**src/rtl/bcd_updown_counter_scan.sv**
```systemverilog
// Multi-digit modulo-N BCD up/down counter stepped by a debounced
// button, with range-checked load and a multiplexed 7-segment scan.
//
// Ports:
//   clk       system clock, rising edge
//   rst       asynchronous active-low reset
//   btn       raw push-button, idle high, pressed low
//   en        1 = accept steps
//   dir       1 = count up, 0 = count down
//   load_n    synchronous active-low load strobe
//   load_val  BCD load value, digit 0 in [3:0]
//   count     current BCD count
//   btn_pulse one-cycle accepted-press pulse
//   carry     one-cycle wrap pulse
//   load_err  one-cycle rejected-load pulse
//   dig_sel   one-hot active-low digit enable
//   seg_led   segments of the selected digit, [6:0] = g..a
module bcd_updown_counter_scan #(
  parameter int DIGITS     = 2,
  parameter int MODULUS    = 60,
  parameter int DEB_CYCLES = 240000,
  parameter int SCAN_DIV   = 12000
) (
  input  logic                clk,
  input  logic                rst,
  input  logic                btn,
  input  logic                en,
  input  logic                dir,
  input  logic                load_n,
  input  logic [4*DIGITS-1:0] load_val,
  output logic [4*DIGITS-1:0] count,
  output logic                btn_pulse,
  output logic                carry,
  output logic                load_err,
  output logic [DIGITS-1:0]   dig_sel,
  output logic [8:0]          seg_led
);

  localparam int W  = 4 * DIGITS;
  localparam int DW =
    (DEB_CYCLES > 1) ? $clog2(DEB_CYCLES) : 1;
  localparam int SW =
    (SCAN_DIV > 1) ? $clog2(SCAN_DIV) : 1;
  localparam int IW =
    (DIGITS > 1) ? $clog2(DIGITS) : 1;

  localparam logic [DW-1:0] DEB_LAST =
    DW'(DEB_CYCLES - 1);
  localparam logic [SW-1:0] SCAN_LAST =
    SW'(SCAN_DIV - 1);
  localparam logic [IW-1:0] IDX_LAST =
    IW'(DIGITS - 1);

  function automatic logic [W-1:0] to_bcd(
    input int v
  );
    logic [W-1:0] r;
    int t;
    r = '0;
    t = v;
    for (int i = 0; i < DIGITS; i++) begin
      r[4*i +: 4] = 4'(t % 10);
      t = t / 10;
    end
    return r;
  endfunction

  // With every digit <= 9, packed BCD orders like
  // binary, so range checks are plain compares.
  localparam logic [W-1:0] MAX_BCD =
    to_bcd(MODULUS - 1);

  function automatic logic all_bcd(
    input logic [W-1:0] v
  );
    logic ok;
    ok = 1'b1;
    for (int i = 0; i < DIGITS; i++) begin
      if (v[4*i +: 4] > 4'd9) ok = 1'b0;
    end
    return ok;
  endfunction

  function automatic logic [W-1:0] bcd_inc(
    input logic [W-1:0] v
  );
    logic [W-1:0] r;
    logic         c;
    r = v;
    c = 1'b1;
    for (int i = 0; i < DIGITS; i++) begin
      if (c) begin
        if (v[4*i +: 4] == 4'd9) begin
          r[4*i +: 4] = 4'd0;
        end else begin
          r[4*i +: 4] = v[4*i +: 4] + 4'd1;
          c = 1'b0;
        end
      end
    end
    return r;
  endfunction

  function automatic logic [W-1:0] bcd_dec(
    input logic [W-1:0] v
  );
    logic [W-1:0] r;
    logic         b;
    r = v;
    b = 1'b1;
    for (int i = 0; i < DIGITS; i++) begin
      if (b) begin
        if (v[4*i +: 4] == 4'd0) begin
          r[4*i +: 4] = 4'd9;
        end else begin
          r[4*i +: 4] = v[4*i +: 4] - 4'd1;
          b = 1'b0;
        end
      end
    end
    return r;
  endfunction

  function automatic logic [6:0] seg7(
    input logic [3:0] d
  );
    logic [6:0] s;
    unique case (d)
      4'd0:    s = 7'h3f;
      4'd1:    s = 7'h06;
      4'd2:    s = 7'h5b;
      4'd3:    s = 7'h4f;
      4'd4:    s = 7'h66;
      4'd5:    s = 7'h6d;
      4'd6:    s = 7'h7d;
      4'd7:    s = 7'h07;
      4'd8:    s = 7'h7f;
      4'd9:    s = 7'h6f;
      default: s = 7'h00;
    endcase
    return s;
  endfunction

  // Debounce
  logic          sync1_q, sync2_q;
  logic          stable_q, stable_dly_q;
  logic [DW-1:0] deb_cnt_q;
  logic          pulse_q;

  always_ff @(posedge clk or negedge rst) begin
    if (!rst) begin
      sync1_q      <= 1'b1;
      sync2_q      <= 1'b1;
      stable_q     <= 1'b1;
      stable_dly_q <= 1'b1;
      deb_cnt_q    <= '0;
      pulse_q      <= 1'b0;
    end else begin
      sync1_q      <= btn;
      sync2_q      <= sync1_q;
      stable_dly_q <= stable_q;
      pulse_q      <= stable_dly_q & ~stable_q;
      if (sync2_q == stable_q) begin
        deb_cnt_q <= '0;
      end else if (deb_cnt_q == DEB_LAST) begin
        stable_q  <= sync2_q;
        deb_cnt_q <= '0;
      end else begin
        deb_cnt_q <= deb_cnt_q + DW'(1);
      end
    end
  end

  // Counter
  logic [W-1:0] count_q, count_d;
  logic         carry_q, carry_d;
  logic         err_q, err_d;
  logic         step;

  assign step = load_n & pulse_q & en;

  always_comb begin
    count_d = count_q;
    carry_d = 1'b0;
    err_d   = 1'b0;
    unique case (1'b1)
      !load_n: begin
        if (all_bcd(load_val) &&
            load_val <= MAX_BCD) begin
          count_d = load_val;
        end else begin
          count_d = '0;
          err_d   = 1'b1;
        end
      end
      step && dir: begin
        if (count_q == MAX_BCD) begin
          count_d = '0;
          carry_d = 1'b1;
        end else begin
          count_d = bcd_inc(count_q);
        end
      end
      step && !dir: begin
        if (count_q == '0) begin
          count_d = MAX_BCD;
          carry_d = 1'b1;
        end else begin
          count_d = bcd_dec(count_q);
        end
      end
      default: ;
    endcase
  end

  always_ff @(posedge clk or negedge rst) begin
    if (!rst) begin
      count_q <= '0;
      carry_q <= 1'b0;
      err_q   <= 1'b0;
    end else begin
      count_q <= count_d;
      carry_q <= carry_d;
      err_q   <= err_d;
    end
  end

  // Scan
  logic [SW-1:0] scan_cnt_q, scan_cnt_d;
  logic [IW-1:0] idx_q, idx_d;
  logic [3:0]    cur_dig;
  logic [8:0]    seg_q, seg_d;

  always_comb begin
    scan_cnt_d = scan_cnt_q + SW'(1);
    idx_d      = idx_q;
    if (scan_cnt_q == SCAN_LAST) begin
      scan_cnt_d = '0;
      if (idx_q == IDX_LAST) idx_d = '0;
      else idx_d = idx_q + IW'(1);
    end
  end

  // Segments come from next-state index and count so
  // they line up with dig_sel and the new count.
  always_comb begin
    cur_dig = 4'd0;
    for (int i = 0; i < DIGITS; i++) begin
      if (idx_d == IW'(i)) begin
        cur_dig = count_d[4*i +: 4];
      end
    end
    seg_d = {2'b00, seg7(cur_dig)};
  end

  always_ff @(posedge clk or negedge rst) begin
    if (!rst) begin
      scan_cnt_q <= '0;
      idx_q      <= '0;
      seg_q      <= 9'h03f;
    end else begin
      scan_cnt_q <= scan_cnt_d;
      idx_q      <= idx_d;
      seg_q      <= seg_d;
    end
  end

  always_comb begin
    dig_sel = '1;
    for (int i = 0; i < DIGITS; i++) begin
      if (idx_q == IW'(i)) dig_sel[i] = 1'b0;
    end
  end

  assign count     = count_q;
  assign btn_pulse = pulse_q;
  assign carry     = carry_q;
  assign load_err  = err_q;
  assign seg_led   = seg_q;

endmodule

```
**config.mk**
```make
export PLATFORM = sky130hd
export DESIGN_NAME = bcd_updown_counter_scan
export DESIGN_NICKNAME = d
export VERILOG_FILES = /design/src/rtl/bcd_updown_counter_scan.sv
export SDC_FILE = /design/constraint.sdc
export NUM_CORES = 1
export LEC_CHECK = 0
export ABC_AREA = 1
export CAP_MARGIN = 10
export CORE_MARGIN = 5
export CORE_UTILIZATION = 61
export DETAILED_ROUTE_END_ITERATION = 12
export PLACE_DENSITY = 0.85
export SLEW_MARGIN = 0
export SYNTH_ARGS = -nofsm -noshare
export SYNTH_HDL_FRONTEND = slang
export SYNTH_SLANG_ARGS = --single-unit
```
**constraint.sdc**
```tcl
create_clock -name clk -period 3.8 [get_ports clk]
set_clock_uncertainty 0.1 [all_clocks]
set_input_delay 0.76 -clock clk [delete_from_list [all_inputs] [get_ports clk]]
set_output_delay 0.76 -clock clk [all_outputs]
set_load 0.01 [all_outputs]
```
==> out/metrics.cfg <==
[status]
outcome=finished, final reports clean

[synth]
synth_ff_type=dfrtp_1
synth_cell_types=43
ys_seq_area_frac=0.424
synth_edf_count=0
synth_area_per_cell_um2=7.88
syn-cell-area_mm2=0.00328
synth_cells=416
synth_top_cell_by_area=dfrtp_1
yosys-top-cells-area=dfrtp_1, nand2_1, dfstp_2
async_flop_share=1.00
ys_seq_elements=55
synth_top_area_share=0.344
yosysWarnings=0

[floorplanning]
start_util=0.634
core-area_mm2=0.00517
die-width_um=83.3
core.rowCount=26
die_height_um=83.3
dieArea_mm2=0.00694
ioPinCount=36

[clocking]
cts_setup_buffers=0
clkLatencyLatePin_ns=0.31
numCtsBuffers=5
ctsHtreeMaxLevel=2
cts_buffer_depth=2
cts.sinks=55
ctsResizeCount=0
hold_buffers=0
cts-root-buf=clkbuf_8
cts_tree=done
clkTransAtPathRegs_ns=0.11

[drt]
wirelength_mm=6.90
drt_iter0_markers=126
routed_via_density=5.35
drc=0
dr_total_vias=2795
firstDrtPassIters=4
ant_nets=0
wl_per_cell_um=13.2

[global_route]
grt_pass1_wl_mm=12.2
antenna_found_initial=0
overflow=0
grt_max_degree=43
grt_usage=0.210
grt_pass1_vias=2710

[setup_path]
slowest_stage=clkdlybuf4s50_1
r2r_start=scan_cnt_q[0]
crit_arrival_ns=2.89
cp_max_fo=6
crit_type=in2reg
r2r_slack_ns=1.33
critPathLaunchType=input port
cp-endpoint=seg_led[5]
crit_start=load_val[5]
cp_common_cell=nand2_1
crit_path_max_incr_delay_ns=0.45
path_cells=clkdlybuf4s50_1 -> a21oi_1 -> nand2_1 -> nor2_1 -> nand2_1 -> nand4_1 -> nand2_1 -> nand2_1 -> inv_1 -> ha_1 -> nand3b_1 -> nand3_1 -> nand2_1
endpoint_kind=flop
required_ns=3.96
ff2ff_path_depth=14
reg2reg_to=seg_led[5]

[sta]
report.final.slew_viol_count=0
fmax_ghz=0.366
rsz0062_at_grt=false
worst_pin_slew_ns=0.909
relSlewSlack=0.394
finalSetupViolations=0
layout_min_cycle_time_ns=2.73
finalSetupTns_ns=0
finalHoldViolations=0
final.period_utilization=0.719
setup_slack_ns=1.07
holdWs_ns=0.263

[pwr]
power_density_mw_per_mm2=304
leakage_nw=1.80
switchingPower_mw=0.321
vdd_ir_drop_max_v=0.000198
internal-power_mw=0.820
pwr-share-comb=0.145
swShare=0.281
p_total_mw=1.14
seqPwrFrac=0.552
clockPowerShare=0.303

[cells_and_area]
drive_gt1_frac=0.126
finish.utilization=0.725
final_cell_count_no_fill=522
multi_input_area_mm2=0.00162
nFillCells=407
seqCellArea_mm2=0.00139
layout_common_cells=nand2_1, inv_1, nor2_1, dfrtp_1, clkdlybuf4s50_1
layout_commonest_cell=nand2_1
diodes=0
num-nets-final=476
area_delta_synth_final_pct=14.4
final_cell_area_mm2=0.00375

[flow_run]
drv_cap=0

[hold_path]
hold_class=reg2reg

[placement]
io_buffers=33
hpwlAfterDp_mm=5.30
gp_congestion=0.898
placed_cell_area_mm2=0.00365
dp_slack_ns=0.737
dp_cells=514

[cell families after synthesis]
logic type,Yosys count,share of synthesized area
AO/OA/AOI/OAI,29,0.0535
XOR/XNOR,14,0.0374
adder cells (fa/ha/maj),11,0.0420
buffers and inverters,64,0.0832
flip-flops,55,0.424
other,1,0.00114
AND/OR/NAND/NOR,242,0.359
[worst min-delay path by stage]
stage                  from      end  cells past startpoint  slack [ns]
floorplan           sync1_q  sync2_q                      0        0.25
global placement    sync1_q  sync2_q                      0        0.25
detailed placement  sync1_q  sync2_q                      0        0.25
CTS                 sync1_q  sync2_q                      0        0.26
global route        sync1_q  sync2_q                      0        0.27
finish              sync1_q  sync2_q                      0        0.26
[layer usage]
metal / part of all wire / global-route usage / vias up
li1: - / - / 1391
met1: 0.45 / 0.274 / 1299
met2: 0.48 / 0.353 / 91
met3: 0.060 / 0.0386 / 14
met4: 0.016 / 0.0609 / 0
met5: 0 / 0 / -
[layout make-up]
| class | count | area share |
|---|---|---|
| clock buffer | 5 | 0.0184 |
| clock inverter | 3 | 0.00767 |
| inverter | 57 | 0.0597 |
| multi-input combinational | 298 | 0.432 |
| sequential | 55 | 0.370 |
| tap | 70 | 0.0234 |
| timing repair buffer | 34 | 0.0888 |
[sequential cells by signal, indices dropped and copies added (netlist names)]
| register | cells |
|---|---|
| sync1_q | 1 |
| sync2_q | 1 |
| scan_cnt_q | 14 |
| count | 8 |
| stable_dly_q | 1 |
| stable_q | 1 |
| btn_pulse | 1 |
| carry | 1 |
| load_err | 1 |
| idx_q | 1 |
| seg_led | 7 |
| deb_cnt_q | 18 |
[power by group through the flow]
stage               logic, mW  clock network (mW)  registers (mW)
floorplan              0.0854                   0           0.642
global placement        0.160                   0           0.641
detailed placement      0.166                   0           0.640
CTS                     0.167               0.353           0.630
global route            0.185               0.384           0.634
finish                  0.166               0.346           0.630
[cells in the mapped netlist (2+ instances only)]
master,n
a21oi_1,8
buf_2,3
buf_4,3
clkinv_4,2
dfrtp_1,45
dfstp_2,10
ha_1,11
inv_1,52
inv_2,3
nand2_1,108
nand2_2,8
nand2_4,3
nand3_1,25
nand3_2,2
nand3_4,2
nand3b_1,2
nand4_1,15
nor2_1,46
nor2_2,7
nor2_4,2
nor3_1,9
nor3_2,2
nor3b_1,3
nor4_1,3
o211ai_1,4
o21ai_0,9
xnor2_1,4
xor2_1,10
[critical path, delay by kind of cell]
kind | cells | cell delay (ns)
AND/OR/NAND/NOR | 9 | 1.14
buffers and inverters | 2 | 0.57
adder cells (fa/ha/maj) | 1 | 0.24
AO/OA/AOI/OAI | 1 | 0.16
(Power assumes the default switching activity.)
